==> src/rtl/jc_decode_mon.sv <==
// jc_decode_mon: decodes a 4-bit Johnson code to a one-hot phase, checks that the
// sequence advances one step at a time, tracks lock, and counts sequence errors.
//
// Ports:
//   clk      in   rising-edge clock
//   rst_n    in   asynchronous active-low reset
//   count    in   [3:0] Johnson code from the upstream counter
//   clr_err  in   synchronous clear of err_cnt (wins over a same-cycle error)
//   phase    out  [7:0] one-hot phase of the sampled code, 0 when illegal
//   locked   out  high while the sequence is tracked as valid
//   illegal  out  one-cycle pulse per illegal code
//   skip_err out  one-cycle pulse per legal but out-of-order code
//   err_cnt  out  [ERR_W-1:0] saturating count of illegal + skip events
//
// Build option: define JC_DECODE_ERRCNT_EN to implement err_cnt/clr_err;
// otherwise err_cnt is tied to zero and clr_err is ignored.
module jc_decode_mon #(
    parameter int unsigned LOCK_CNT = 4,
    parameter int unsigned ERR_W    = 8
) (
    input  logic             clk,
    input  logic             rst_n,
    input  logic [3:0]       count,
    input  logic             clr_err,
    output logic [7:0]       phase,
    output logic             locked,
    output logic             illegal,
    output logic             skip_err,
    output logic [ERR_W-1:0] err_cnt
);

    localparam int unsigned IDX_W  = 3;
    localparam int unsigned GOOD_W = 4;

    typedef enum logic {
        HUNT   = 1'b0,
        LOCKED = 1'b1
    } state_t;

    state_t            state;
    state_t            state_nxt;
    logic [3:0]        in_q;
    logic              in_vld;
    logic [IDX_W-1:0]  prev_idx;
    logic              prev_vld;
    logic [GOOD_W-1:0] good_cnt;
    logic [GOOD_W-1:0] good_cnt_nxt;

    logic              legal_c;
    logic [IDX_W-1:0]  idx_c;
    logic              step_vld_c;
    logic              hold_c;
    logic              good_c;
    logic              skip_c;
    logic              ill_c;

    // Johnson code -> phase index
    always_comb begin
        legal_c = 1'b1;
        idx_c   = '0;
        case (in_q)
            4'b0000: idx_c = 3'd0;
            4'b0001: idx_c = 3'd1;
            4'b0011: idx_c = 3'd2;
            4'b0111: idx_c = 3'd3;
            4'b1111: idx_c = 3'd4;
            4'b1110: idx_c = 3'd5;
            4'b1100: idx_c = 3'd6;
            4'b1000: idx_c = 3'd7;
            default: legal_c = 1'b0;
        endcase
    end

    // Classify the current sample against its predecessor; in_vld masks the
    // reset value of in_q so it is never mistaken for a real sample.
    assign ill_c      = in_vld & ~legal_c;
    assign step_vld_c = in_vld & legal_c & prev_vld;
    assign hold_c     = step_vld_c & (idx_c == prev_idx);
    assign good_c     = step_vld_c & (idx_c == IDX_W'(prev_idx + 3'd1));
    assign skip_c     = step_vld_c & ~hold_c & ~good_c;

    // Input sampling and predecessor tracking
    always_ff @(posedge clk or negedge rst_n) begin
        if (!rst_n) begin
            in_q     <= '0;
            in_vld   <= 1'b0;
            prev_idx <= '0;
            prev_vld <= 1'b0;
        end else begin
            in_q   <= count;
            in_vld <= 1'b1;
            if (in_vld) begin
                prev_vld <= legal_c;
                if (legal_c) begin
                    prev_idx <= idx_c;
                end
            end
        end
    end

    // Lock FSM state register
    always_ff @(posedge clk or negedge rst_n) begin
        if (!rst_n) begin
            state    <= HUNT;
            good_cnt <= '0;
        end else begin
            state    <= state_nxt;
            good_cnt <= good_cnt_nxt;
        end
    end

    // Lock FSM next state
    always_comb begin
        state_nxt    = state;
        good_cnt_nxt = good_cnt;
        case (state)
            HUNT: begin
                if (ill_c || skip_c) begin
                    good_cnt_nxt = '0;
                end else if (good_c) begin
                    if (GOOD_W'(good_cnt + 4'd1) >= GOOD_W'(LOCK_CNT)) begin
                        state_nxt    = LOCKED;
                        good_cnt_nxt = '0;
                    end else begin
                        good_cnt_nxt = GOOD_W'(good_cnt + 4'd1);
                    end
                end
            end
            LOCKED: begin
                if (ill_c || skip_c) begin
                    state_nxt    = HUNT;
                    good_cnt_nxt = '0;
                end
            end
            default: begin
                state_nxt    = HUNT;
                good_cnt_nxt = '0;
            end
        endcase
    end

    // Registered status outputs
    always_ff @(posedge clk or negedge rst_n) begin
        if (!rst_n) begin
            phase    <= '0;
            locked   <= 1'b0;
            illegal  <= 1'b0;
            skip_err <= 1'b0;
        end else begin
            phase    <= (in_vld && legal_c) ? (8'b1 << idx_c) : 8'h00;
            locked   <= (state_nxt == LOCKED);
            illegal  <= ill_c;
            skip_err <= skip_c;
        end
    end

`ifdef JC_DECODE_ERRCNT_EN
    // Saturating error counter, clear has priority
    always_ff @(posedge clk or negedge rst_n) begin
        if (!rst_n) begin
            err_cnt <= '0;
        end else if (clr_err) begin
            err_cnt <= '0;
        end else if ((ill_c || skip_c) && (err_cnt != {ERR_W{1'b1}})) begin
            err_cnt <= ERR_W'(err_cnt + 1'b1);
        end
    end
`else
    logic unused_clr_err;
    assign unused_clr_err = clr_err;
    assign err_cnt        = '0;
`endif

endmodule

==> config.mk <==
export PLATFORM = sky130hd
export DESIGN_NAME = jc_decode_mon
export DESIGN_NICKNAME = d
export VERILOG_FILES = /design/src/rtl/jc_decode_mon.sv
export SDC_FILE = /design/constraint.sdc
export NUM_CORES = 1
export LEC_CHECK = 0
export ABC_AREA = 1
export CORE_MARGIN = 5
export CORE_UTILIZATION = 52
export CTS_CLUSTER_SIZE = 14
export DETAILED_ROUTE_END_ITERATION = 7
export HOLD_SLACK_MARGIN = 0.12
export PLACE_DENSITY = 0.9
export SLEW_MARGIN = 20
export SYNTH_ARGS = -nofsm -noshare
export SYNTH_HDL_FRONTEND = slang
export SYNTH_SLANG_ARGS = --single-unit
==> constraint.sdc <==
create_clock -name clk -period 3 [get_ports clk]
set_input_delay 0.6 -clock clk [delete_from_list [all_inputs] [get_ports clk]]
set_output_delay 0.6 -clock clk [all_outputs]
set_load 0.005 [all_outputs]
Word level (Yosys, flattened, before mapping)
Cells that the tools add are included.
{"block": "word_totals", "ff_bits": 24, "latch_bits": 0, "mem_bits_rw": 0, "rom_bits": 0, "out_inout_bits": 19, "elab_cells": 54, "mem_count": 0}
{"block": "classes", "n_addsub": 2, "n_mul": 0, "div": 0, "magnitude_cmp": 1, "eq_ne": 11, "n_shift": 1, "muxes": 13, "bitwise": 11, "n_reduce_logical": 6}
{"operator": "$pmux 3 s7", "count": 1}
{"operator": "$eq 4x4->1 const B", "count": 4}
{"operator": "$mux 4", "count": 4}
{"operator": "$mux 8", "count": 1}
{"operator": "$pmux 4 s2", "count": 1}
{"operator": "$reduce_or 8->1", "count": 1}
{"operator": "$shl 1x3->8 const A", "count": 1}
{"operator": "$and 1x1->1", "count": 7}
{"operator": "$eq 3x3->1", "count": 2}
{"operator": "$mux 1", "count": 5}
{"operator": "$add 4x1->4 const B", "count": 1}
{"operator": "$eq 4x1->1 const B", "count": 1}
{"operator": "$eq 4x2->1 const B", "count": 1}
{"operator": "$eq 4x3->1 const B", "count": 1}
{"operator": "$ge 4x3->1 const B", "count": 1}
{"operator": "$logic_not 4->1", "count": 1}
{"operator": "$not 1->1", "count": 4}
{"operator": "$reduce_and 2->1", "count": 2}
{"operator": "$add 3x1->3 const B", "count": 1}
{"operator": "$ne 3x3->1 const B", "count": 1}
{"operator": "$ne 2x1->1 const B", "count": 1}
{"operator": "$pmux 1 s2", "count": 1}
{"operator": "$logic_and 1x1->1", "count": 1}
{"operator": "$logic_or 1x1->1", "count": 1}

Logic depth before layout (Yosys ltp)
Gate-level depths: netlist (run 1).
{"block": "logic_depth", "ltp_word": 12, "depth_mapped": 11, "mapped_depth_nobuf": 11}

Worst setup path before layout (run 1)
Ideal clock, no wire load.
{"block": "synth_timing", "kind": "flip-flop to flip-flop", "start": "reg in_q[1]", "end": "reg good_cnt[2]", "setup_ns": 0.116, "arrival_ns": 1.366, "path_slack_ns": 1.518, "stages_incl_launch_ff": 9, "cell_sequence": "dfrtp_1 -> xnor2_1 -> nand2_2 -> nand2_1 -> nand3_2 -> nor2_2 -> nand3_2 -> nand3_1 -> nor2_1"}
{"block": "synth_via", "elab_chain_len": 12}
{"item": "start: declaration", "line_no": "42", "text": "logic [3:0] in_q;"}
{"item": "start signal: assignment", "line_no": "90", "text": "in_q <= count;"}
{"item": "$eq 4x4->1, or another cell as far along", "line_no": "61", "text": "case (in_q)"}
{"item": "$reduce_or 8->1 (no source line)"}
{"item": "$mux 1", "line_no": "61"}
{"item": "$and 1x1->1 (2 in series)", "line_no": "77", "text": "assign step_vld_c = in_vld & legal_c & prev_vld;"}
{"item": "$and 1x1->1", "line_no": "78", "text": "assign hold_c = step_vld_c & (idx_c == prev_idx);"}
{"item": "$not 1->1", "line_no": "80", "text": "assign skip_c = step_vld_c & ~hold_c & ~good_c;"}
{"item": "$and 1x1->1 (2 in series)", "line_no": "80"}
{"item": "$logic_or 1x1->1", "line_no": "118, 130"}
{"item": "$mux 4, or another cell as far along", "line_no": "118", "text": "if (ill_c || skip_c) begin"}
{"item": "$pmux 4 s2 or $reduce_and 2->1 (tied branches)"}
{"item": "end signal: assignment", "line_no": "108", "text": "good_cnt <= good_cnt_nxt;"}
{"item": "end: declaration", "line_no": "46", "text": "logic [GOOD_W-1:0] good_cnt;"}
Parallel ways exist; a longest one is shown, timed or not.
A chain may end at the register's enable or synchronous reset.

Worst setup path in the final report (run 1)
{"block": "layout_timing", "start": "reg phase[1]", "end": "out phase[1]"}
{"item": "start: declaration", "line_no": "25", "text": "output logic [7:0] phase,"}
{"item": "start signal: assignment", "line_no": "150", "text": "phase <= (in_vld && legal_c) ? (8'b1 << idx_c) : 8'h00;"}
No word-level cell between the ends.

==> metrics, run 1 <==
Post-DRT Antenna Nets 0; clock sinks 24; Root Driver clkbuf_4; top cells by count, synth nand2_1, dfrtp_1, inv_1; largest net degree at the start of global routing 25; clock-pin slew on the worst setup and hold paths 0.13 ns; setup TNS 0 ns; cts-stage hold buffer count 0; CP delay by family, top buffers and inverters; die area 3249 µm²; Reg2Reg Setup Slack approximately 1.3 ns; Final HPWL DP 1543 µm; worst endpoint required time 2.40 ns; final net count 159; Setup crit start phase[1]; Placer Congestion 0.8253; crit path to phase[1]; Netlist cell types 21; DRC Markers 0; core area 2170 µm²; VDD IR max 348.3 µV; yosys warns 0; Worst Path Buf+Inv 1; Synth area leaders dfrtp_1, nand2_1, inv_1; antenna cells 0; grt total ovfl 0; dominant cell type by area after synthesis dfrtp_1; worst-path fanout max 1; setup bufs post-CTS 0; first-pass GRT wire length 3436 µm; crit path time final 1.775 ns; WP depth 1; RR Endpoint good_cnt[2]; HP Class register to register; layout cell share with drive strength beyond 1 8.725%; Area after DPL roughly 1300 µm²; DRT Pass-1 Iters 4; Mapped Cells between 100 and 150; register area share after synthesis 52.29%; WS Path Type register to output port; TritonCTS Buffers 3; Metal-1 WL 806 µm; Cells after DPL between 150 and 200; CTS H-tree depth 1; outcome finished clean; DR top layer met4; Die Span X 57 µm; count leader, synth nand2_1; Yosys reg bits 24; final hold vios 0; Post-synth EDFFs 0; synthesis-to-finish area growth 17.87%; CTS Buffer Depth 2; Setup crit start kind register; clock latency on the worst-skew pair 0.31 ns; setup violators final 0; CP max stage cell clkdlybuf4s50_1; arrival time worst endpoint 1.18 ns; number of DRC markers in iteration 0 23; vias in the first global route 809; antenna violations before repair 0; via density per instance 4.864; Clock Skew 0.004599 ns; number of cells on the worst reg-to-reg path 8; via count 861; Row Count 17; cell area power density 465.6 nW/µm²; unrepaired setup endpoints after global routing no; Ports 26; post-CTS sizing 0; Met2 Wirelength 1064 µm; Tcrit/Tclk final about three fifths; Fmax about 560 MHz; Post-Layout Cell Count about 180; Max stage delay on crit path 0.50 ns; Final Max Slew Viols 0; Initial Util 52.94%; CTS tree built; crit-path cells clkdlybuf4s50_1; worst reg2reg startpoint in_q[1]; drt wl/cell 11.38 µm; predominant post-synthesis flop cell dfrtp_1; Worst Setup End Kind output port; global-route usage over all layers 13.76%; IO buf count 16; maxcap violations 0; Async S/R FF share, synth 100.0%; synthesized area 1149 µm²; Syn Area/Cell 8.904 µm²; die height 57 µm; Leak 0.0006866 µW; final wirelength 2014 µm; design area between 1000 and 1500 µm²; WL met3 86 µm; area fraction of the dominant cell type after synthesis around 52%
registers in the layout, indices dropped and copies added, names as in the netlist:
signal and count:
phase 8, good_cnt 4, in_q 4, prev_idx 3, illegal 1, in_vld 1, locked 1, prev_vld 1
skip_err 1
cell type report:
type / count / area [µm²]
Tap cell: 28 / 35.03
Inverter: 19 / 71.32
Fill cell: 188 / 815.8
Timing Repair Buffer: 17 / 167.7
Sequential cell: 24 / 600.6
Multi-Input combinational cell: 85 / 442.9
Clock buffer: 4 / 36.28
per-layer routing:
layer | up-vias | track usage (%)
li1 | 431 | -
met1 | 398 | 16.16
met2 | 25 | 22.68
met3 | 7 | 3.394
met4 | 0 | 8.278
met5 | - | 0
cells by family after synthesis:
family	count (synthesis)	share of synthesized area (%)
buf+inv	27	11.44
compound gates	6	2.614
fa+ha+maj	2	2.178
simple gates	63	27.02
flops	24	52.29
xor+xnor	5	3.813
other cells	2	0.6538
cells in the final DEF, fill, tap and decap left out:
cell and instances:
conb_1 9, or2_1 1, nor2_1 8, nand2_2 3, a21oi_1 3, nand3_1 11, buf_4 1, inv_1 19
or2_0 1, nand2_1 25, xnor2_1 2, nor2_4 1, o21ai_0 3, nor3_1 4, dfrtp_1 24, xor2_1 3
ha_1 2, nor2_2 1, nand3_2 3, nand4_1 4, clkdlybuf4s50_1 16, nor3b_1 1, clkbuf_4 3, clkbuf_8 1
worst min path at each step:
stage / from / to / slack, ns / cells past startpoint
finish: in_vld / prev_vld / 0.52 / 1
global route: good_cnt[3] / good_cnt[3] / 0.57 / 2
CTS: in_vld / prev_vld / 0.52 / 1
detailed placement: in_vld / prev_vld / 0.50 / 1
global placement: in_vld / prev_vld / 0.49 / 1
floorplan: rst_n / good_cnt[0] / 0.30 / 0
per-stage QoR:
step	setup slack, ns	hold slack (ns)	power (µW)	utilization, %
final	1.225	0.5212	630.4	62.40
after global routing	1.076	0.5699	669.2	62.40
after CTS	1.197	0.5205	634.4	62.40
after detailed placement	1.296	0.5013	468.3	60.73
after global placement	1.331	0.4891	461.1	60.73
after floorplan	1.518	0.3044	437.0	-
where the power goes:
group / leakage, µW / switching, µW / internal, µW
logic: 0.000349 / 66.6 / 43.2
registers: 0.000317 / 13.4 / 339
clock network: 0.0000210 / 93.7 / 74.2
Note: power is estimated with default switching activity, not from simulation.
==> run 2: changes to the inputs <==
--- a/config.mk
+++ b/config.mk
@@ -7,11 +7,11 @@
 export LEC_CHECK = 0
 export ABC_AREA = 1
 export CORE_MARGIN = 5
-export CORE_UTILIZATION = 52
+export CORE_UTILIZATION = 48
 export CTS_CLUSTER_SIZE = 14
 export DETAILED_ROUTE_END_ITERATION = 7
 export HOLD_SLACK_MARGIN = 0.12
-export PLACE_DENSITY = 0.9
+export PLACE_DENSITY = 0.85
 export SLEW_MARGIN = 20
 export SYNTH_ARGS = -nofsm -noshare
 export SYNTH_HDL_FRONTEND = slang
==> constraint.sdc (replaced) <==
create_clock -name clk -period 1.64 [get_ports clk]
set_input_delay 0.328 -clock clk [delete_from_list [all_inputs] [get_ports clk]]
set_output_delay 0.328 -clock clk [all_outputs]
set_load 0.005 [all_outputs]
==> metrics, run 2 (synthesized netlist as in run 1, its figures left out) <==
TritonCTS Buffers 3; CTS Buffer Depth 2; HP Class input pin to async pin; max reg flops 8; setup violators final 1; Row Count 17; Area after DPL 1348 µm²; via density per instance just over 5; CP max stage cell dfrtp_2; Leak 0.0007663 µW; outcome complete, but fails checks; final wirelength 2546 µm; RR Endpoint good_cnt[0]; die height 58.92 µm; VDD IR max 619.2 µV; crit-path cells buf_4 > nand2_1 > nand3_1 > nand2_2 > nand2_4 > nor2_4 > nand3_2 > nand2_1 > a21oi_2; violated checks negative setup slack; cell repeated most along the worst path nand2_1; switching portion of total power approximately 28%; clock sinks 24; commonest non-fill, non-tap cell in the layout dfrtp_1; Placer Congestion 0.8343; IO buf count 16; worst-path fanout max 6; Final Max Slew Viols 0; DRC Markers 0; Cells after DPL 177; Ports 26; Initial Util between 50% and 60%; registers with the most flip-flops phase (8), good_cnt (4), in_q (4); global-route usage over all layers between 10% and 20%; Fmax 606.7 MHz; Logic pwr share 21.6%; Final HPWL DP 1597 µm; drt wl/cell 13.54 µm; Max stage delay on crit path about 0.5 ns; antenna cells 0; Tcrit/Tclk final 100.5%; vias in the first global route 864; Cell Int Power approximately 990 µW; maxcap violations 0; Die Span X 58.92 µm; clock latency on the worst-skew pair roughly 0.33 ns; CTS tree built; Multi-input gate area 543.0 µm²; crit path time final ~1.6 ns; layout cell share with drive strength beyond 1 a little over a quarter; first-pass GRT wire length 3443 µm; CTS H-tree depth 1; antenna violations before repair 0; hold_ws 0.3474 ns; switching power total approximately 380 µW; grt total ovfl 0; worst reg2reg startpoint in_q[1]; sequential standard cell area a little over 600 µm²; core area 2255 µm²; Worst Setup End Kind register; worst endpoint required time roughly 1.9 ns; synthesis-to-finish area growth 35.40%; arrival time worst endpoint 1.88 ns; setup TNS -0.008292 ns; cell area power density 881.3 nW/µm²; via count ~980; die area 3471 µm²; Setup crit start kind register; Post-Layout Cell Count between 150 and 200; DRT Pass-1 Iters 4; fin util 68.98%; number of DRC markers in iteration 0 26; final net count 170; largest net degree at the start of global routing 25; fillers 181; setup ws final -0.008292 ns; number of cells on the worst reg-to-reg path 9; design area around 1600 µm²; Reg2Reg Setup Slack -0.008 ns; Post-DRT Antenna Nets 0; final hold vios 0; Root Driver clkbuf_4; Flop pwr share 47.1%; Largest Register phase; most frequent cells in the layout dfrtp_1, nand2_1, inv_1, clkdlybuf4s50_1, buf_4; WS Path Type register to register; clock-pin slew on the worst setup and hold paths 0.13 ns; Clk pwr share 31.3%; Clock Skew around 0.0059 ns
-- run 2: changes by cell type in the layout (fill, tap and decap cells not counted), sizes merged --
cell and delta:
buf +11, bufinv +1, clkbuf -1
-- run 2: how the worst max path moves through the flow --
stage,endpoint,startpoint,slack (ns)
finish,good_cnt[0],in_q[1],-0.008
detailed placement,good_cnt[0],prev_idx[0],0.009
global placement,locked,prev_idx[0],0.09
floorplan,good_cnt[2],in_q[1],0.16
CTS,good_cnt[0],in_q[1],0.008
global route,good_cnt[0],in_q[1],-0.05
-- run 2: critical path: cells and delay by family (launching register included) --
family	cells	cell delay, ns
buf+inv	1	0.17
simple gates	7	0.83
flops	1	0.50
compound gates	1	0.06
-- run 2: routing by layer --
layer	GRT usage, %	share of wire, %
met1	14.01	37
met2	23.97	52
met3	2.412	6.4
met4	6.796	3.7
met5	0	0
-- run 2: layout make-up --
type,instances,area share (%)
well taps,28,2.253
flip-flops and latches,24,38.78
inverters,19,4.586
repair buffers,28,16.09
multi-input cells,85,34.92
clock inverters,1,1.931
clock buffers,3,1.448
-- run 2: stage by stage --
stage,worst slack [ns],power [µW]
after detailed placement,0.009251,869.7
after CTS,0.008018,1297
after global routing,-0.04810,1426
final,-0.008292,1371
after global placement,0.08894,855.5
after floorplan,0.1578,799.3
-- run 2: power groups by stage --
| stage | Combinational, µW | Clock, µW | Sequential, µW |
|---|---|---|---|
| 2_1_floorplan | 148 | 0 | 652 |
| 3_3_place_gp | 202 | 0 | 653 |
| 3_5_place_dp | 215 | 0 | 655 |
| 4_1_cts | 225 | 430 | 642 |
| 5_1_grt | 323 | 453 | 649 |
| 6_report | 295 | 429 | 646 |
-- run 2: repair_timing --
action / CTS / global route
setup endpoints to repair: 3 / 5
hold buffers: 0 / 0
pin swaps: 0 / 4
setup buffers: 2 / 5
gates resized for setup: 0 / 26
==> run 3: changes to the inputs <==
--- a/config.mk
+++ b/config.mk
@@ -6,8 +6,10 @@
 export NUM_CORES = 1
 export LEC_CHECK = 0
 export ABC_AREA = 1
+export CAP_MARGIN = 20
 export CORE_MARGIN = 5
 export CORE_UTILIZATION = 48
+export CTS_CLUSTER_DIAMETER = 60
 export CTS_CLUSTER_SIZE = 14
 export DETAILED_ROUTE_END_ITERATION = 7
 export HOLD_SLACK_MARGIN = 0.12
==> results of run 3 <==
Same layout as run 2: the final DEF is identical, and so are final timing and power.
